$ cat src/rtl/button_pkg.sv
// button_pkg: shared FSM state encoding and counter sizing for button event logic.
package button_pkg;
    typedef enum logic [1:0] {IDLE, DOWN, HELD} state_t;
    function automatic int cnt_width(int a, int b);
        return $clog2((a > b ? a : b) + 1);
    endfunction
endpackage

$ cat src/rtl/sync_ff.sv
// sync_ff: multi-stage flop synchronizer for an asynchronous single-bit level.
module sync_ff #(
    parameter int Stages = 2
) (
    input  logic clock,
    input  logic reset_n,
    input  logic d,
    output logic q
);
    logic [Stages-1:0] ff;
    always_ff @(posedge clock) begin
        if (!reset_n) ff <= '0;
        else ff <= (ff << 1) | Stages'(d);
    end
    assign q = ff[Stages-1];
endmodule

$ cat src/rtl/button_events.sv
// button_events: turns a debounced button level into press, release, long-press and auto-repeat pulses.
module button_events
    import button_pkg::*;
#(
    parameter int LongPress    = 1000,
    parameter int RepeatPeriod = 250,
    parameter bit Inverted     = 1'b0
) (
    input  logic clock,
    input  logic reset_n,
    input  logic sigin,
    output logic held,
    output logic press,
    output logic release_pulse,
    output logic long_press,
    output logic repeat_pulse
);
    localparam int CntW = cnt_width(LongPress, RepeatPeriod);
    localparam logic [CntW-1:0] LongM1 = CntW'(LongPress - 1);
    localparam logic [CntW-1:0] RepM1 = RepeatPeriod > 0 ? CntW'(RepeatPeriod - 1) : '0;
    if (LongPress < 2) begin : g_bad_long_press
        $error("button_events: LongPress must be at least 2");
    end
    state_t state;
    logic [CntW-1:0] cnt;
    logic lvl;
    sync_ff #(.Stages(2)) u_sync (
        .clock  (clock),
        .reset_n(reset_n),
        .d      (sigin ^ Inverted),
        .q      (lvl)
    );
    // A low level always wins, so a pulse due in the release cycle is dropped.
    always_ff @(posedge clock) begin
        if (!reset_n) begin
            state         <= IDLE;
            cnt           <= '0;
            held          <= 1'b0;
            press         <= 1'b0;
            release_pulse <= 1'b0;
            long_press    <= 1'b0;
            repeat_pulse  <= 1'b0;
        end else begin
            held          <= lvl;
            press         <= 1'b0;
            release_pulse <= 1'b0;
            long_press    <= 1'b0;
            repeat_pulse  <= 1'b0;
            case (state)
                IDLE: if (lvl) begin
                    press <= 1'b1;
                    cnt   <= LongM1;
                    state <= DOWN;
                end
                DOWN: if (!lvl) begin
                    release_pulse <= 1'b1;
                    state         <= IDLE;
                end else if (cnt == '0) begin
                    long_press <= 1'b1;
                    cnt        <= RepM1;
                    state      <= HELD;
                end else cnt <= cnt - 1'b1;
                HELD: if (!lvl) begin
                    release_pulse <= 1'b1;
                    state         <= IDLE;
                end else if (RepeatPeriod > 0) begin
                    repeat_pulse <= cnt == '0;
                    cnt          <= cnt == '0 ? RepM1 : cnt - 1'b1;
                end
                default: state <= IDLE;
            endcase
        end
    end
endmodule

$ cat config.mk
export PLATFORM = sky130hd
export DESIGN_NAME = button_events
export DESIGN_NICKNAME = d
export VERILOG_FILES = /design/src/rtl/button_pkg.sv /design/src/rtl/sync_ff.sv /design/src/rtl/button_events.sv
export SDC_FILE = /design/constraint.sdc
export NUM_CORES = 1
export LEC_CHECK = 0
export BUFFER_PORTS_ARGS = -buffer_cell sky130_fd_sc_hd__buf_2
export CAP_MARGIN = 25
export CORE_MARGIN = 2
export CORE_UTILIZATION = 56
export DETAILED_ROUTE_END_ITERATION = 8
export GPL_ROUTABILITY_DRIVEN = 0
export GPL_TIMING_DRIVEN = 0
export PLACE_DENSITY = 0.83
export SLEW_MARGIN = 25
export SYNTH_ARGS = -nofsm -noshare
export SYNTH_HDL_FRONTEND = slang
export SYNTH_SLANG_ARGS = --single-unit
$ cat constraint.sdc
create_clock -name clock -period 2.6 [get_ports clock]
set_clock_uncertainty 0.15 [all_clocks]
set_input_delay 0.39 -clock clock [delete_from_list [all_inputs] [get_ports clock]]
set_output_delay 0.39 -clock clock [all_outputs]
set_load 0.05 [all_outputs]
* After elaboration in Yosys (flattened, before gate mapping)
Index checks and enable logic that the tools add are counted.
** Word-level totals
- Register bits after elaboration :: 19
- Input bits :: 3
- Output and inout bits :: 5
- Logic and storage cells :: 38
** Cells by class
- Add/subtract/negate cells :: 1
- Eq/ne operators :: 6
- Muxes and demuxes :: 12
- Bitwise logic cells :: 1
- Reduce and logical (&&, ||, !) cells :: 10
** Operators with widths (count)
- $mux 10 :: 3
- $pmux 10 s2 :: 1
- $reduce_and 3->1 :: 4
- $logic_not 10->1 :: 1
- $sub 10x1->10 const B :: 1
- $mux 2 :: 4
- $pmux 2 s3 :: 1
- $ne 2x1->1 const B :: 2
- $reduce_and 2->1 :: 2
- $mux 1 :: 3
- $ne 3x3->1 const B :: 1
- $eq 2x1->1 const B :: 1
- $eq 2x2->1 const B :: 1
- $logic_not 2->1 :: 1
- $ne 2x2->1 const B :: 1
- $or 2x1->2 :: 1
- $reduce_bool 2->1 :: 1
- $reduce_or 2->1 :: 1

* Longest topological paths before layout
Gate-level depths: netlist of the first run.
- Depth in word-level cells :: 4
- Gate-level depth with buffers :: 7

* Cells and area by module
A second synthesis of the first run with hierarchy kept.
** Second synthesis, totals
- Cell total of the unflattened synthesis :: 99
- Area total of the unflattened synthesis :: 927.1 um^2
** Modules (own cells, without submodules)
- button_events :: instances 1, cells an instance 95, area each 874.6 um^2, seq. area each 340.3 um^2
- sync_ff :: instances 1, cells an instance 4, area each 52.6 um^2, seq. area each 40.0 um^2

* Least setup slack after synthesis of the first run
Ideal clock, no wire load.
- Path type :: register to register
- Start point :: register cnt[0]
- End point :: register state[0]
- Setup time :: 0.072 ns
- Data arrival time :: 1.931 ns
- Required time :: 2.378 ns
- Slack :: 0.447 ns
- Stages on the path, launching flop included :: 8
- Path buffers :: 1
- Period minus slack after synthesis :: 2.153 ns
- Path through :: dfxtp_1 inv_1 ha_1 or3b_2 clkbuf_1 or4_4 a31oi_1 mux2i_1
** On the way
- Longest elaborated chain between the ends :: 3
** RTL lines
- from (decl) :: line button_events.sv:25 : logic [CntW-1:0] cnt;
- from (signal assigned) :: line button_events.sv:52 : cnt <= LongM1;
- from (signal assigned) :: line button_events.sv:60 : cnt <= RepM1;
- from (signal assigned) :: line button_events.sv:62 : end else cnt <= cnt - 1'b1;
- $logic_not 10->1 :: line button_events.sv:58 : end else if (cnt == '0) begin
- $ne 3x3->1 (no source line)
- $reduce_and 3->1 (no source line)
- to (signal assigned) :: line button_events.sv:57 : state <= IDLE;
- to (signal assigned) :: line button_events.sv:61 : state <= HELD;
- to (signal assigned) :: line button_events.sv:65 : state <= IDLE;
- to (decl) :: line button_events.sv:24 : state_t state;
No other way between the ends.
A chain may end at the register's enable or synchronous reset.

* Worst setup path after layout of the first run
Same ends and word-level chain as after synthesis.

==> results of run 1 <==
-- area by class of cell --
| type | count | area (um^2) |
|---|---|---|
| fill | 138 | 524.3 |
| multi-input combinational | 70 | 474.2 |
| sequential | 19 | 380.4 |
| timing repair buffer | 7 | 35.03 |
| clock buffer | 4 | 26.28 |
| inverter | 7 | 26.28 |
| buffer | 5 | 20.02 |
| tap | 16 | 20.02 |
-- Yosys cell counts --
cell / n
or4_1: 1
o21a_1: 2
clkbuf_1: 4
or3b_2: 1
o21ai_0: 7
nor3_1: 5
or3_2: 1
dfxtp_1: 19
or4_4: 2
inv_1: 7
and2_1: 3
and3b_1: 1
ha_1: 4
xnor2_1: 2
nor3b_1: 1
o311ai_0: 1
nor3b_2: 1
o21ai_1: 1
or4_2: 1
mux2i_1: 2
and3_1: 2
a31oi_1: 2
a21o_1: 1
o31a_1: 1
o221a_2: 1
nor2_1: 5
buf_2: 1
nand2_1: 6
nand3_1: 3
a21boi_1: 2
nor4_1: 4
mux2_2: 1
a21boi_0: 2
a21oi_1: 4
-- critical path, stage by stage, from the launching register on --
cell	delay (ns)
dfxtp_1	0.35
inv_1	0.08
ha_1	0.20
or3b_2	0.45
clkbuf_1	0.18
or4_4	0.47
a31oi_1	0.23
mux2i_1	0.20
-- power by group through the flow --
stage / Combinational, mW / Clock (mW) / Sequential (mW)
finish: 0.414 / 0.146 / 0.376
global route: 0.459 / 0.162 / 0.384
CTS: 0.413 / 0.150 / 0.375
detailed placement: 0.411 / 0 / 0.382
global placement: 0.398 / 0 / 0.379
floorplan: 0.313 / 0 / 0.399
-- logic make-up (layout without fill, tap and decap cells) --
family                     Yosys count  count (layout)  share of synthesized area
and+or+nand+nor                     37              37                     0.2458
AOI/OAI and AO/OA                   24              24                     0.1708
DFF                                 19              19                     0.4222
buffers and inverters               12              23                    0.05138
adders and majority gates            4               4                    0.05556
muxes                                3               3                    0.03472
xor gates and xnor gates             2               2                    0.01945
-- flip-flops by register name (all words and copies together), names as in the netlist --
register and flops:
long_press 1, state 2, press 1, held 1, repeat_pulse 1, u_sync.ff 2, cnt 10, release_pulse 1
-- per-layer routing --
metal | GRT usage | up-vias | wire length (um)
li1 | - | 382 | -
met1 | 0.2423 | 359 | 758
met2 | 0.3147 | 23 | 753
met3 | 0.03673 | 4 | 75
met4 | 0.09091 | 0 | 31
met5 | 0 | - | 0
-- metrics by stage --
| step | std cells | cell area [um^2] |
|---|---|---|
| after floorplan | 101 | 900.9 |
| after global placement | 124 | 955.9 |
| after detailed placement | 124 | 955.9 |
| after CTS | 128 | 982.2 |
| after global routing | 128 | 982.2 |
| final | 128 | 982.2 |
-- final timing paths --
path / start / end / slack [ns]
hold / removal: sigin / u_sync.ff[0] / 0.15
setup reg to reg: cnt[0] / state[0] / 0.23
hold reg to reg: u_sync.ff[0] / u_sync.ff[1] / 0.30
setup / recovery: cnt[0] / state[0] / 0.23
-- layout by cell type (no fill, tap or decap), types with 4 or more instances in the layout --
master | netlist | layout
nor2_1 | 5 | 5
dfxtp_1 | 19 | 19
buf_2 | 1 | 8
o21ai_0 | 7 | 7
ha_1 | 4 | 4
a21oi_1 | 4 | 4
nand2_1 | 6 | 6
nor3_1 | 5 | 5
nor4_1 | 4 | 4
clkbuf_1 | 4 | 5
inv_1 | 7 | 7
==> impl_metrics.tcl, run 1 <==
set metrics [dict create \
    status "finished clean" \
    vias 768 \
    area_delta_synth_final_pct 9.028 \
    cts_num_sinks 19 \
    ios 8 \
    synth_top_area_share 0.4222 \
    yosys-top-cells-area "dfxtp_1 42%, ha_1 5.6%, o21ai_0 3.9%" \
    rows 14 \
    grt_pass1_wl_um 2780 \
    ys_seq_area_frac 0.4222 \
    drt_iter0_drc 15 \
    drive_gt1_frac 0.1696 \
    worstPathRequired_ns 2.68 \
    critPathLaunchType "flip-flop" \
    clk_latency_ns 0.29 \
    worst_hold_path_type "in -> reg" \
    antenna_cells 0 \
    ctsRootBufferMaster "clkbuf_4" \
    grt-ovfl-total 0 \
    start_util 0.5980 \
    pwr-share-clk 0.156 \
    fin_crit_sh 0.9130 \
    syn_area_um2 900.9 \
    fin_crit_ns 2.374 \
    leakagePower_nw 0.4048 \
    path_clk_slew_ns 0.10 \
    grt_pass1_vias 682 \
    grt_max_degree 11 \
    hold_path_depth 2 \
    core-area_um2 1506 \
    cts_tree "yes" \
    end_kind "flip-flop" \
    wl_per_cell_um 12.64 \
    max_freq_mhz 421.3 \
    dieArea_um2 1946 \
    rsz0062_at_grt "no" \
    drc 0 \
    synth_nets 108 \
    cts_made_buffers 3 \
    maxCapViolations 0 \
    swShare 0.3919 \
    place_ws_ns 0.2579 \
    worst_slack_ns 0.2262 \
    setup_viol 0 \
    yosysUniqueCellTypes 34 \
    holdWs_ns 0.1488 \
    dp_hpwl_um 1231 \
    firstDrtPassIters 4 \
    crit_type "reg -> reg" \
    power_density_nw_per_um2 953.9 \
    max-vdd-ir-drop_uv 507.1 \
    p_seq_frac 0.402 \
    die_y_um 44.11 \
    die_x_um 44.11 \
    fin_util 0.6520 \
    syn_avg_cell_area_um2 8.919 \
    p_sw_mw 0.3671 \
    yosys_register_bits 19 \
    yosys.area.top_type "dfxtp_1" \
    antenna_left 0 \
    ys_warn_count 0 \
    post-cts-setup-buffers 0 \
    port_buffers 7 \
    cts-htree-levels 1 \
    power.internal_mw 0.5697 \
    path_max_fanout 7 \
    max_slew_margin 0.6004 \
    syn_inst 101 \
    slew_violations 0 \
    clockBufferDepth 2 \
    finalPower_mw 0.9369 \
    cts-resized-gates 0 \
    p_comb_frac 0.442 \
    hold_viol 0 \
    reg2reg_depth 7 \
    antenna_found_initial 0 \
    grt_use_total 0.1920 \
    avgViaCountPerCell 6.000 \
    tightest_slew_ns 0.5939 \
    fin_setup_tns_ns 0 \
    drt_wl_total_um 1618 \
    arrival_ns 2.45 \
    cts.hold.buffers_added 0 \
    nets 120 \
]
Power figures use the tool's default switching activity.
==> run 2, diff against run 1 <==
--- a/config.mk
+++ b/config.mk
@@ -11,8 +11,10 @@
 export CORE_UTILIZATION = 56
 export DETAILED_ROUTE_END_ITERATION = 8
 export GPL_ROUTABILITY_DRIVEN = 0
-export GPL_TIMING_DRIVEN = 0
+export GPL_TIMING_DRIVEN = 1
 export PLACE_DENSITY = 0.83
+export RECOVER_POWER = 50
+export REMOVE_ABC_BUFFERS = 1
 export SLEW_MARGIN = 25
 export SYNTH_ARGS = -nofsm -noshare
 export SYNTH_HDL_FRONTEND = slang
==> run 2 against run 1 <==
Against the previous run: total power down 0.23%; combinational power about the same; utilization down 1.6 points; largest power group unchanged; flip-flop and latch count unchanged; clock-buffer cell count unchanged; design area down 2.4%; critical path type unchanged; clock power about the same; fmax up 6.3%.
==> impl_metrics.tcl, run 2 (synthesis gave the netlist of run 1 again) <==
set metrics [dict create \
    antenna_cells 0 \
    fin_crit_ns 2.233 \
    path_clk_slew_ns 0.11 \
    cts_tree "yes" \
    end_kind "flip-flop" \
    p_seq_frac 0.405 \
    worstPathRequired_ns 2.67 \
    dieArea_um2 1946 \
    cts.hold.buffers_added 0 \
    largest_reg_flops 10 \
    cts_made_buffers 3 \
    final_cell_mix "19 x dfxtp_1, 8 x clkbuf_1, 7 x inv_1, 7 x o21ai_0, 6 x nand2_1" \
    avgViaCountPerCell 6.073 \
    worst_hold_path_type "in -> reg" \
    antenna_left 0 \
    grt_pass1_vias 673 \
    area_delta_synth_final_pct 6.389 \
    pwr-share-clk 0.156 \
    fin_area_um2 958.4 \
    finalPower_mw 0.9347 \
    rows 14 \
    max-vdd-ir-drop_uv 659.0 \
    port_buffers 7 \
    clk_latency_ns 0.29 \
    final_cells 124 \
    ctsRootBufferMaster "clkbuf_4" \
    place_ws_ns 0.3984 \
    multi_input_area_um2 474.2 \
    top_register "cnt" \
    start_util 0.5980 \
    status "finished clean" \
    grt-ovfl-total 0 \
    path_max_fanout 7 \
    dp.cells 120 \
    critPathLaunchType "flip-flop" \
    setup_viol 0 \
    wl_per_cell_um 13.06 \
    ios 8 \
    arrival_ns 2.31 \
    dp_hpwl_um 1122 \
    crit_type "reg -> reg" \
    holdWs_ns 0.1534 \
    power_density_nw_per_um2 975.3 \
    leakagePower_nw 0.3701 \
    p_comb_frac 0.440 \
    swShare 0.3914 \
    drive_gt1_frac 0.1111 \
    reg_top3 "cnt (10), state (2), u_sync.ff (2)" \
    grt_pass1_wl_um 2794 \
    cts_num_sinks 19 \
    clockBufferDepth 2 \
    antenna_found_initial 0 \
    mostFrequentLayoutCell "dfxtp_1" \
    vias 753 \
    nFillCells 134 \
    grt_max_degree 22 \
    post-cts-setup-buffers 0 \
    drt_iter0_drc 24 \
    tightest_slew_ns 0.7737 \
    grt_use_total 0.1922 \
    cts-resized-gates 0 \
    seq_area_um2 380.4 \
    cts-htree-levels 1 \
    hold_viol 0 \
    slew_violations 0 \
    max_freq_mhz 447.8 \
    die_x_um 44.11 \
    worst_slack_ns 0.3666 \
    p_sw_mw 0.3659 \
    power.internal_mw 0.5688 \
    die_y_um 44.11 \
    core-area_um2 1506 \
    nets 116 \
    drc 0 \
    fin_crit_sh 0.8590 \
    rsz0062_at_grt "no" \
    maxCapViolations 0 \
    fin_setup_tns_ns 0 \
    firstDrtPassIters 4 \
    fin_util 0.6362 \
    drt_wl_total_um 1620 \
    placed_area_um2 943.4 \
    max_slew_margin 0.4842 \
]
run 2: cell types whose count changed in the layout (fill, tap and decap cells not counted):
| cell | delta |
|---|---|
| clkbuf_1 | +3 |
| and2_1 | -2 |
| and2_0 | +2 |
| buf_2 | -7 |
run 2: worst paths after layout:
check | from | endpoint | slack (ns) | cells after the start
setup / recovery | cnt[0] | state[0] | 0.37 | 6
setup reg to reg | cnt[0] | state[0] | 0.37 | 6
hold reg to reg | u_sync.ff[0] | u_sync.ff[1] | 0.29 | 1
hold / removal | sigin | u_sync.ff[0] | 0.15 | 2
run 2: power groups by stage:
| stage | Sequential (mW) | Clock (mW) | Combinational (mW) |
|---|---|---|---|
| after detailed placement | 0.384 | 0 | 0.418 |
| after global routing | 0.386 | 0.161 | 0.457 |
| after floorplan | 0.400 | 0 | 0.305 |
| after CTS | 0.377 | 0.149 | 0.420 |
| after global placement | 0.382 | 0 | 0.408 |
| final | 0.378 | 0.145 | 0.411 |
run 2: routing by layer:
| metal | vias to the layer above | global-route usage | part of all wire |
|---|---|---|---|
| met1 | 348 | 0.2455 | 0.47 |
| met2 | 25 | 0.3294 | 0.46 |
| li1 | 378 | - | - |
| met4 | 0 | 0.07273 | 0.0080 |
| met5 | - | 0 | 0 |
| met3 | 2 | 0.02449 | 0.054 |
run 2: final cells by class:
cell class,count,area share
tap,16,0.02089
sequential,19,0.3969
inverter,7,0.02742
timing repair buffer,8,0.03264
multi-input combinational,70,0.4948
clock buffer,4,0.02742
run 2: critical path: stages (launching register included):
cell and delay (ns):
dfxtp_1 0.34, inv_1 0.08, ha_1 0.18, or3b_2 0.53
or4_4 0.47, a31oi_1 0.22, mux2i_1 0.19
